$ cat src/rtl/sig_param_ctrl.sv
// Front-panel control for the signal generator: debounces three push-buttons and runs an
// IDLE / RUN / RELOAD menu machine that drives the generator parameter selects and confirm.
module sig_param_ctrl #(
    parameter int unsigned DEBOUNCE_CYCLES = 1000000,
    parameter int unsigned RELOAD_CYCLES   = 4,
    parameter bit          KEY_ACTIVE_LOW  = 1'b1
) (
    input  logic       clk,
    input  logic       rst,
    input  logic       key_sel,
    input  logic       key_inc,
    input  logic       key_ok,
    output logic [1:0] cnt_sig,
    output logic [1:0] cnt_amp,
    output logic [1:0] cnt_fre,
    output logic [1:0] cnt_phase,
    output logic       confirm,
    output logic [1:0] field_sel,
    output logic       running
);

    localparam int unsigned DB_W = (DEBOUNCE_CYCLES > 2) ? $clog2(DEBOUNCE_CYCLES) : 1;
    localparam int unsigned RL_W = (RELOAD_CYCLES > 1) ? $clog2(RELOAD_CYCLES) : 1;
    localparam logic [DB_W-1:0] DB_LAST = DB_W'(DEBOUNCE_CYCLES - 1);
    localparam logic [RL_W-1:0] RL_LAST = RL_W'(RELOAD_CYCLES - 1);
    // Raw level of a released key, so the synchronisers come out of reset as "released".
    localparam logic [2:0] RAW_IDLE = {3{KEY_ACTIVE_LOW}};

    typedef enum logic [1:0] {StIdle, StRun, StReload} state_e;

    // Key vectors are indexed 0 = sel, 1 = inc, 2 = ok.
    logic [2:0]      w_key_raw;
    logic [2:0]      w_lvl;
    logic [2:0]      r_sync1;
    logic [2:0]      r_sync2;
    logic [2:0]      r_db;
    logic [2:0]      r_db_prev;
    logic [2:0]      r_press;
    logic [DB_W-1:0] r_db_cnt [3];

    logic            w_ok;
    logic            w_sel;
    logic            w_inc;

    state_e          r_state;
    state_e          w_state_d;
    logic [RL_W-1:0] r_gap;
    logic [RL_W-1:0] w_gap_d;
    logic            r_confirm;
    logic            r_running;
    logic            w_confirm_d;
    logic            w_running_d;

    logic [1:0]      r_field_sel;
    logic [1:0]      r_cnt_sig;
    logic [1:0]      r_cnt_amp;
    logic [1:0]      r_cnt_fre;
    logic [1:0]      r_cnt_phase;

    assign w_key_raw = {key_ok, key_inc, key_sel};
    // Normalise so that 1 always means pressed.
    assign w_lvl     = KEY_ACTIVE_LOW ? ~r_sync2 : r_sync2;

    // Two-flop synchroniser for the asynchronous buttons.
    always_ff @(posedge clk) begin
        if (rst) begin
            r_sync1 <= RAW_IDLE;
            r_sync2 <= RAW_IDLE;
        end else begin
            r_sync1 <= w_key_raw;
            r_sync2 <= r_sync1;
        end
    end

    // Debounce each key and register a one-cycle pulse on a released-to-pressed flip.
    always_ff @(posedge clk) begin
        if (rst) begin
            r_db      <= '0;
            r_db_prev <= '0;
            r_press   <= '0;
            for (int k = 0; k < 3; k++) begin
                r_db_cnt[k] <= '0;
            end
        end else begin
            r_db_prev <= r_db;
            r_press   <= r_db & ~r_db_prev;
            for (int k = 0; k < 3; k++) begin
                if (w_lvl[k] == r_db[k]) begin
                    r_db_cnt[k] <= '0;
                end else if (r_db_cnt[k] == DB_LAST) begin
                    r_db[k]     <= w_lvl[k];
                    r_db_cnt[k] <= '0;
                end else begin
                    r_db_cnt[k] <= r_db_cnt[k] + 1'b1;
                end
            end
        end
    end

    // ok beats sel beats inc; losers in the same cycle are dropped.
    assign w_ok  = r_press[2];
    assign w_sel = r_press[0] & ~r_press[2];
    assign w_inc = r_press[1] & ~r_press[2] & ~r_press[0];

    // State register, gap counter and registered FSM outputs.
    always_ff @(posedge clk) begin
        if (rst) begin
            r_state   <= StIdle;
            r_gap     <= '0;
            r_confirm <= 1'b0;
            r_running <= 1'b0;
        end else begin
            r_state   <= w_state_d;
            r_gap     <= w_gap_d;
            r_confirm <= w_confirm_d;
            r_running <= w_running_d;
        end
    end

    // Next-state logic; an inc in RUN or RELOAD (re)starts the confirm-low gap.
    always_comb begin
        w_state_d = r_state;
        w_gap_d   = r_gap;
        unique case (r_state)
            StIdle: begin
                if (w_ok) begin
                    w_state_d = StRun;
                end
            end
            StRun: begin
                if (w_ok) begin
                    w_state_d = StIdle;
                end else if (w_inc) begin
                    w_state_d = StReload;
                    w_gap_d   = RL_LAST;
                end
            end
            StReload: begin
                if (w_ok) begin
                    w_state_d = StIdle;
                end else if (w_inc) begin
                    w_gap_d = RL_LAST;
                end else if (r_gap == '0) begin
                    w_state_d = StRun;
                end else begin
                    w_gap_d = r_gap - 1'b1;
                end
            end
            default: begin
                w_state_d = StIdle;
            end
        endcase
    end

    // Output decode from the next state so the registered outputs track the state register.
    always_comb begin
        w_confirm_d = (w_state_d == StRun);
        w_running_d = (w_state_d != StIdle);
    end

    // Field pointer and parameter fields; editable in every state.
    always_ff @(posedge clk) begin
        if (rst) begin
            r_field_sel <= '0;
            r_cnt_sig   <= '0;
            r_cnt_amp   <= '0;
            r_cnt_fre   <= '0;
            r_cnt_phase <= '0;
        end else if (w_sel) begin
            r_field_sel <= r_field_sel + 1'b1;
        end else if (w_inc) begin
            unique case (r_field_sel)
                2'd0: r_cnt_sig   <= r_cnt_sig + 1'b1;
                2'd1: r_cnt_amp   <= r_cnt_amp + 1'b1;
                2'd2: r_cnt_fre   <= r_cnt_fre + 1'b1;
                2'd3: r_cnt_phase <= r_cnt_phase + 1'b1;
                default: ;
            endcase
        end
    end

    assign cnt_sig   = r_cnt_sig;
    assign cnt_amp   = r_cnt_amp;
    assign cnt_fre   = r_cnt_fre;
    assign cnt_phase = r_cnt_phase;
    assign field_sel = r_field_sel;
    assign confirm   = r_confirm;
    assign running   = r_running;

endmodule

$ cat config.mk
export PLATFORM = sky130hd
export DESIGN_NAME = sig_param_ctrl
export DESIGN_NICKNAME = d
export VERILOG_FILES = /design/src/rtl/sig_param_ctrl.sv
export SDC_FILE = /design/constraint.sdc
export NUM_CORES = 1
export LEC_CHECK = 0
export BUFFER_PORTS_ARGS = -buffer_cell sky130_fd_sc_hd__buf_2
export CORE_MARGIN = 4
export CORE_UTILIZATION = 30
export DETAILED_ROUTE_END_ITERATION = 16
export GPL_ROUTABILITY_DRIVEN = 1
export GPL_TIMING_DRIVEN = 0
export PLACE_DENSITY_LB_ADDON = 0.15
export REMOVE_ABC_BUFFERS = 1
export SLEW_MARGIN = 20
export SYNTH_ARGS = -nofsm -noshare
export SYNTH_HDL_FRONTEND = slang
export SYNTH_SLANG_ARGS = --single-unit
$ cat constraint.sdc
create_clock -name clk -period 2.35 [get_ports clk]
set_input_delay 0.235 -clock clk [delete_from_list [all_inputs] [get_ports clk]]
set_output_delay 0.235 -clock clk [all_outputs]
set_load 0.1 [all_outputs]
# Yosys cells after proc, flatten, opt, wreduce, memory -nomap -nowiden
# Memories as Yosys holds them, arrays and structs flattened.
# Index checks and enable logic that the tools add are counted.
# W data, S select, Z words.
# op_classes
reduce_logical	13
eq_ne	16
add_sub_neg	9
n_mux	57
bitwise_logic	21
# op_table
operator	count
$mux W20	9
$add A20 B1 Y20 const B	3
$eq A20 B20 Y1 const B	3
$mux W1	35
$mux W2	11
$reduce_and A3 Y1	4
$add A2 B1 Y2 const B	5
$or A1 B1 Y1	9
$eq A2 B1 Y1 const B	3
$eq A2 B2 Y1 const B	3
$logic_not A2 Y1	3
$ne A2 B2 Y1 const B	3
$not A1 Y1	6
$not A3 Y3	2
$pmux W2 S3	1
$reduce_and A2 Y1	3
$reduce_and A5 Y1	1
$pmux W2 S2	1
$reduce_bool A2 Y1	2
$and A1 B1 Y1	3
$and A3 B3 Y3	1
$eq A1 B1 Y1	3
$ne A3 B3 Y1 const B	1
$sub A2 B1 Y2 const B	1
# word_totals
inputBits	5
regBits	31
output_inout_bits	12
n_memories	1
elab_cells	133
ramBits	60
# mem_list
memory	words	word_bits	rd	rd_ports_with_merged_regs	wr	line	rtl
r_db_cnt	3	20	3	0	3	39	logic [DB_W-1:0] r_db_cnt [3];

# Depth between registers and ports, before layout
# depth
word_depth	8
mapped_depth	6
mapped_depth_nobuf	6

# Least setup slack after synthesis
# Ideal clock, no wire load.
# synth_path
path_type	register to register
start	mem r_db_cnt[2][0] (netlist name)
end	mem r_db_cnt[2][10] (netlist name), data pin
path_buffers	2
setup_ps	266
period_less_slack_ps	2011
required_ps	2084
path_slack_ps	339
stages_incl_launch_ff	7
t_arrival_ps	1745
path_cell_list	edfxtp_1 ha_1 clkbuf_1 nand2_1 o21ai_1 clkbuf_1 nor2_1
# synth_rtl
element	line
start, declared	39

==> summary.txt <==
Synth
  – Dominant cell type by area after synthesis: edfxtp_1
  – Distinct cells, synth: 44
  – Synth Instances: 431
  – Seq cells post-synth: 91
  – Post-Syn Area: 4478 sq um
  – Top cells by area, synth: edfxtp_1 (40%), dfxtp_1 (14%), nor2_1 (6.0%), xor2_1 (5.7%), xnor2_1 (5.3%)
  – Post-synth EDFFs: 60
  – Synth top area share: 40.23%
  – Most frequent cell after synthesis: nor2_1
  – Seq/Total Area, Yosys: 54.09%
  – Fraction of registers with async set/reset: 0%
  – Mean post-synth cell area: 10.39 sq um
  – Top FF cell, synth: edfxtp_1
  – Top cells by count, synth: nor2_1 (71), edfxtp_1 (60), dfxtp_1 (31)
  – Synthesis Warnings: 0

Global route
  – First-pass GRT wire length: between 10,000 and 15,000 microns
  – Initial antenna violation count: 0
  – Vias in the first global route: 3,040
  – M1 GR Usage: 12.85%
  – GRT busiest layer: met2
  – Met3 Usage GRT: 4.298%
  – Largest net degree at the start of global routing: 34
  – All-Layer GR Usage: 10.34%
  – Grt total ovfl: 0
  – Met2 Track Usage GR: about 16%

Setup path
  – CP Max Fanout: 19
  – CP startpoint: r_db_cnt[1][0]$_SDFFCE_PN0P_
  – Setup crit end kind: flop
  – Reg2Reg Launch Point: r_db_cnt[1][0]$_SDFFCE_PN0P_
  – WS Path Type: reg2reg
  – Critical Path AT: approximately 2100 ps
  – CP Launch Type: flop
  – CP required: between 2000 and 2500 ps

Floorplanning
  – Num ports: 17
  – Die X: roughly 130 microns
  – Initial core utilization: 30.69%
  – Core area: ~15,000 sq um
  – Die height: 130.2 microns
  – # rows: 44
  – Die footprint: 16,950 sq um

STA
  – Final Hold Viols: 0
  – Tcrit/Tclk final: 86.45%
  – # setup viols final: 0
  – Max Clock Freq: 0.4922 GHz
  – Worst-Margin Slew: 862.6 ps
  – Final Skew: about 4.5 ps
  – Relative slew slack: 42.37%
  – Setup TNS: 0 ps
  – Fin crit period: 2032 ps
  – Max Slew Vio Count: 0
  – RSZ-0062 raised after global routing: no

Placement
  – GP Congestion: 0.7589
  – Placed Cells: 680
  – Port bufs: 16
  – DP HPWL: 5603 microns

Detailed routing
  – DRT Pass-1 Iters: 4
  – Routed Wire Length: 8155 microns
  – DRC viols: 0
  – Post-DRT Antenna Nets: 0
  – Routed via count: 3,224
  – Routed len/inst: between 10 and 15 microns
  – 1st-iter DRT viols: 195
  – Vias per inst: 4.632

Final layout
  – Reg area: 2422 sq um
  – Non-filler cells, final: 696
  – Filler Cells Inserted: 1,471
  – Layout cells sized above 1: 9.180%
  – N_diodes: 0
  – Area delta synth->final: 18.25%
  – Area of the multi-input gates: 2223 sq um
  – Final-stage net count: 520
  – Final Util: 36.30%

Clock tree
  – Worst-path clk slew: ~60 ps
  – CTS root buffer: clkbuf_16
  – CTS Sinks: 91
  – Clock tree from TritonCTS: built
  – # resized after CTS: 0
  – H-tree levels: 3
  – Postcts setup bufs: 0
  – Max Root-Sink Buffers: 2
  – Hold_buf cts: 0
  – CTS Buf Count: 9
  – Worst-skew pair later-pin latency: 340 ps

Run
  – Max Cap Viol: 0

Power and ir drop
  – Leak pwr: 1.854 nW
  – Max VDD drop: 0.4379 mV
  – Pwr Density: 634.3 nW/um^2

Outcome
  – Status: completed

Worst hold path
  – HP Class: in2reg
  – Hold Path Origin: key_ok
-- per-layer routing --
metal	vias to the layer above	share of wire, %
li1	1661	-
met1	1528	50
met2	28	45
met3	7	3.5
met4	0	1.3
met5	-	0
-- cell usage in the layout, fill, tap and decap left out, types with 9 or more instances in the layout --
master	count
nand2_1	20
inv_1	12
xnor2_1	27
nor2b_1	9
clkbuf_16	10
xor2_1	29
dfxtp_1	31
nor4_1	13
a21oi_1	15
buf_2	16
nand4_1	22
o21ai_0	9
edfxtp_1	60
nand3_1	25
conb_1	60
nor2_1	71
-- power breakdown --
group / switching [W] / internal [W]
logic: 0.0000658 / 0.0000431
registers: 0.0000595 / 0.00175
clock network: 0.000626 / 0.000811
-- cell families after synthesis --
family	count (synthesis)	synth area share [%]
AND/OR/NAND/NOR	214	25.59
flip-flops	91	54.09
XOR/XNOR	56	10.95
AO/OA/AOI/OAI	39	5.169
buffers and inverters	22	1.872
adder cells (fa/ha/maj)	8	2.235
other	1	0.08374
-- registers in the layout (all words and copies together), names as in the netlist, 3 cells and up --
signal / count
r_db_cnt: 60
r_press: 3
r_sync2: 3
r_sync1: 3
r_db_prev: 3
r_db: 3
-- layout make-up --
class                           count  share of cell area (%)
Sequential cell                    91                   45.75
Timing Repair Buffer               16                   1.512
Inverter                           12                  0.8507
Clock inverter                      5                  0.5671
Clock buffer                       11                   4.986
Tap cell                          184                   4.348
Multi-Input combinational cell    377                   41.99
-- stage by stage --
step                      total power [W]  hold slack [ps]  setup slack (ps)  cell area [sq um]
after floorplan                  0.001912            307.4             400.8               4661
final                            0.003359            72.97             318.3               5295
after global routing             0.003508            60.17             55.04               5295
after detailed placement         0.001954            373.4             86.98               4979
after CTS                        0.003417            54.04             62.28               5273
after global placement           0.001952            374.6            -296.4               4971
-- worst paths after layout --
kind / cells past startpoint / slack [ps] / end
min: 2 / 70 / r_sync1[2]$_SDFF_PP1_
max: 4 / 320 / r_db_cnt[1][13]$_SDFFCE_PN0P_
min reg2reg: 1 / 380 / r_press[2]$_SDFF_PP0_
max reg2reg: 4 / 320 / r_db_cnt[1][13]$_SDFFCE_PN0P_
-- critical path, cell delays in order (launching register included) --
cell,delay (ps)
edfxtp_1,480
ha_1,370
nand2_1,280
o21ai_4,520
nor2_1,110
Note: power is estimated with default switching activity, not from simulation.
